### config.mk
export PLATFORM = sky130hd
export DESIGN_NAME = down_counter
export DESIGN_NICKNAME = d
export VERILOG_FILES = /design/src/rtl/down_counter_pkg.sv /design/src/rtl/down_counter.sv
export SDC_FILE = /design/constraint.sdc
export NUM_CORES = 1
export LEC_CHECK = 0
export ABC_AREA = 0
export CORE_UTILIZATION = 29
export DETAILED_ROUTE_END_ITERATION = 12
export SYNTH_ARGS = -nofsm -noshare
export SYNTH_HDL_FRONTEND = slang
export SYNTH_SLANG_ARGS = --single-unit
### constraint.sdc
create_clock -name clk -period 1.7 [get_ports clk]
set_input_delay 0.255 -clock clk [delete_from_list [all_inputs] [get_ports clk]]
set_output_delay 0.255 -clock clk [all_outputs]
set_load 0.05 [all_outputs]
### src/rtl/down_counter_pkg.sv
// Shared definitions for the counter family: FSM state encodings and default widths.
package down_counter_pkg;

    // Default counter / load-value width in bits.
    localparam int unsigned DefaultWidth = 4;

    // Counter FSM state encoding, shared with the up_counter family.
    typedef enum logic [1:0] {
        StIdle = 2'd0,
        StRun  = 2'd1,
        StDone = 2'd2
    } cnt_state_e;

endpackage

### src/rtl/down_counter.sv
// Loadable down-counter with terminal-count pulse and optional auto-reload.
// RELOAD=0 stops in DONE at zero; RELOAD=1 restarts from the last loaded value.
module down_counter
    import down_counter_pkg::*;
#(
    parameter int unsigned WIDTH  = DefaultWidth,
    parameter int unsigned RELOAD = 0
) (
    input  logic             clk,
    input  logic             rst_n,
    input  logic [WIDTH-1:0] val,
    input  logic             load,
    input  logic             en,
    output logic [WIDTH-1:0] count,
    output logic             R,
    output logic             busy
);

    localparam logic [WIDTH-1:0] One = WIDTH'(1);

    cnt_state_e       state_q;
    logic [WIDTH-1:0] count_q;
    logic [WIDTH-1:0] reload_q;
    logic             r_q;

    // FSM, counter, reload register and terminal pulse; reset dominates, then load, then en.
    always_ff @(posedge clk) begin
        if (!rst_n) begin
            state_q  <= StIdle;
            count_q  <= '0;
            reload_q <= '0;
            r_q      <= 1'b0;
        end else if (load) begin
            count_q  <= val;
            reload_q <= val;
            if (val == '0) begin
                // Zero load terminates immediately.
                state_q <= StDone;
                r_q     <= 1'b1;
            end else begin
                state_q <= StRun;
                r_q     <= 1'b0;
            end
        end else begin
            r_q <= 1'b0;
            unique case (state_q)
                StIdle: begin
                    count_q <= '0;
                end
                StRun: begin
                    if (en) begin
                        // count_q of 0 cannot occur in RUN; treated as terminal to rule out wrap.
                        if (count_q <= One) begin
                            r_q <= 1'b1;
                            if (RELOAD != 0) begin
                                count_q <= reload_q;
                            end else begin
                                count_q <= '0;
                                state_q <= StDone;
                            end
                        end else begin
                            count_q <= count_q - One;
                        end
                    end
                end
                StDone: begin
                    count_q <= '0;
                end
                default: begin
                    state_q <= StIdle;
                    count_q <= '0;
                end
            endcase
        end
    end

    // Outputs come straight from registers; busy decodes the state with no added delay.
    always_comb begin
        count = count_q;
        R     = r_q;
        busy  = (state_q == StRun);
    end

endmodule
==> results.yml <==
run_status:
  result_of_the_run: "complete, no violations"
synthesis:
  synth_area_per_cell_um2: 8.25
  synth_top_cells_by_area: "sky130_fd_sc_hd__dfxtp_1 33%, sky130_fd_sc_hd__ha_1 5.8%, sky130_fd_sc_hd__nand3_1 5.8%"
  yosysUniqueCellTypes: 24
  syn-instance-count: 52
  post_synthesis_net_count: 62
  synth_edf_count: 0
  flop_and_latch_count_out_of_synthesis: 7
  ys_seq_area_share_pct: 32.7
  area_share_of_the_largest_cell_type_after_synthesis_pct: 32.7
  asyncSetResetFlopFracSynth_pct: 0
  synth_top_flop_cell: "sky130_fd_sc_hd__dfxtp_1"
  synth_area_leader_cell: "sky130_fd_sc_hd__dfxtp_1"
  yosysWarnings: 0
  syn_area_um2: 429
clock_network:
  cts_resized: 0
  cts_made_buffers: 3
  max-clock-path-buffers: 2
  post_cts_buffers: 0
  cts.htree.levels: 1
  clock_slew_at_the_register_clock_pins_of_the_worst_setup_and_hold_paths_ps: 50
  clockRootBuffer: "sky130_fd_sc_hd__clkbuf_4"
  tritoncts: "done"
  clock_latency_ps: 250
  cts.sink_count: 7
  cts_hold_repair.buffers: 0
worst_setup_path:
  worst_setup_path_end_kind: "output port"
  reg2reg_from: "count[0]$_SDFFE_PN0P_"
  worst-r2r-cell-count: 5
  arrival_ps: 1340
  critPathRequiredTime_ps: 1440
  timing.rr.end: "count[3]$_SDFFE_PN0P_"
  cp_slowest_cell: "sky130_fd_sc_hd__clkdlybuf4s50_1"
  slowest_delay_ps: 790
  critical_path_depth: 1
  timing.critical_path.from_type: "flip-flop"
  setup.reg_to_reg.worst_slack_ps: 190
  crit_family: "buffers and inverters"
  critPathLaunch: "R$_SDFF_PN0_"
  termination_of_the_worst_setup_path: "R"
  crit_chain: "clkdlybuf4s50_1"
  path_max_fanout: 1
  critical_path_buf_inv_count: 1
  timing_worst_setup_path_type: "flip-flop to output port"
floorplanning:
  std_cell_rows: 13
  dieArea_um2: 1640
  floorplan.initialDensity_pct: 32.2
  design.portCount: 14
  core_um2: 1330
  die_w_um: 40.5
  fp.dieH_um: 40.5
run:
  maxCapViolations: 0
sta:
  timing.final.crit_share_pct: 93.9
  total_negative_setup_slacks_ps: 0
  finalSetupViolCount: 0
  rsz0062_at_grt: "false"
  final_period_minus_worst_setup_slack_ps: 1600
  fmax_ghz: 0.626
  fin_hold_ws_ps: 547
  relSlewSlack_pct: 67.4
  fin_skew_ps: 3.62
  slew_violations: 0
  worst_slew_pin_slew_ps: 487
  hold_viol: 0
route:
  vias: 456
  remaining_drc_errors: 0
  detail_route.wirelength_um: 1050
  first_pass_iters: 4
  drtIter0Drc: 15
  routedWlPerCell_um: 12.1
  route.antenna.remaining_nets: 0
  vias_per_cell: 5.24
power:
  pwr_density_cell_nw_per_um2: 745
  static-leakage-power_nw: 0.246
  peakVddDrop_uv: 274
global_route:
  grt_overflow: 0
  vias_in_the_first_global_route: 351
  pin_count_of_the_biggest_net_entering_global_routing: 10
  initial_antenna_violation_count: 0
  grt_use_total_pct: 14.6
  grt_pass1_wl_um: 1520
placement:
  dp_hpwl_um: 801
  place.gp.congestion: 0.821
  portBuffers: 13
layout:
  antenna_cells: 0
  fin_nets: 83
  drive_gt1_share_pct: 23.6
  register_area_um2: 143
  flow.area_growth_from_synthesis_pct: 43.7
  fill_cell_instance_count_of_the_final_layout: 134
  layout_common_cells: "10 x sky130_fd_sc_hd__buf_4, 8 x sky130_fd_sc_hd__clkdlybuf4s50_1, 6 x sky130_fd_sc_hd__inv_1"
  multi_input_combinational_cell_area_um2: 251
  mostFrequentLayoutCell: "sky130_fd_sc_hd__buf_4"
worst_hold_path:
  timing.hold.worst_path_depth: 2
  min_path_type: "flip-flop to flip-flop"
==> cells by family (layout without fill, tap and decap cells) <==
| logic type | Yosys count | after routing | synth area share (%) |
|---|---|---|---|
| AO/OA/AOI/OAI | 16 | 16 | 25.7 |
| AND/OR/NAND/NOR | 19 | 19 | 27.1 |
| flip-flops | 7 | 7 | 32.7 |
| buffers and inverters | 8 | 28 | 8.74 |
| adder cells (fa/ha/maj) | 2 | 2 | 5.83 |
==> power breakdown <==
part	leakage, nW	total, mW	switching [mW]	internal [mW]
Clock	0.0150	0.152	0.0625	0.0897
Sequential	0.0583	0.182	0.00857	0.173
Combinational	0.173	0.126	0.0707	0.0549
Total	0.246	0.460	0.142	0.318
==> final cells by class <==
| cell class | count | share of cell area (%) |
|---|---|---|
| Clock buffer | 4 | 4.26 |
| Inverter | 6 | 3.65 |
| Multi-Input combinational cell | 37 | 40.8 |
| Sequential cell | 7 | 23.1 |
| Tap cell | 15 | 3.04 |
| Timing Repair Buffer | 18 | 25.2 |
==> synth_stat cells, types with 2 or more instances <==
master                    instances
sky130_fd_sc_hd__o21ai_0          4
sky130_fd_sc_hd__nand3_1          5
sky130_fd_sc_hd__a21oi_1          2
sky130_fd_sc_hd__o21a_1           2
sky130_fd_sc_hd__dfxtp_1          7
sky130_fd_sc_hd__ha_1             2
sky130_fd_sc_hd__nand4_1          2
sky130_fd_sc_hd__nor2b_1          4
sky130_fd_sc_hd__nor2_1           4
sky130_fd_sc_hd__inv_1            6
==> registers in the layout, indices dropped and copies added, names as in the netlist <==
register,cells
count,4
state_q,2
R,1
==> metrics by stage <==
| stage | total power [mW] | std cells | utilization (%) | setup WS, ps | area [µm²] |
|---|---|---|---|---|---|
| detailed placement | 0.310 | 83 | 44.3 | 57.0 | 591 |
| floorplan | 0.262 | 52 | - | 41.0 | 432 |
| global placement | 0.309 | 83 | 44.3 | 83.4 | 591 |
| global route | 0.485 | 87 | 46.2 | 53.6 | 617 |
| finish | 0.460 | 87 | 46.2 | 103 | 617 |
| CTS | 0.465 | 87 | 46.2 | 88.6 | 617 |
==> worst min-delay path by stage <==
stage	startpoint	to	slack, ps
floorplan	rst_n	state_q[0]$_SDFFE_PN0P_	370
global placement	count[3]$_SDFFE_PN0P_	count[3]$_SDFFE_PN0P_	530
detailed placement	count[3]$_SDFFE_PN0P_	count[3]$_SDFFE_PN0P_	530
CTS	count[3]$_SDFFE_PN0P_	count[3]$_SDFFE_PN0P_	540
global route	count[3]$_SDFFE_PN0P_	count[3]$_SDFFE_PN0P_	600
finish	count[3]$_SDFFE_PN0P_	count[3]$_SDFFE_PN0P_	550
==> metal layers <==
layer  up-vias  wire length (µm)  global-route usage [%]
li1        231                 -                       -
met3         0                81                    6.67
met5         -                 0                       0
met1       207               504                    19.2
met4         0                 0                    7.50
met2        18               464                    19.4
Power figures use the tool's default switching activity.
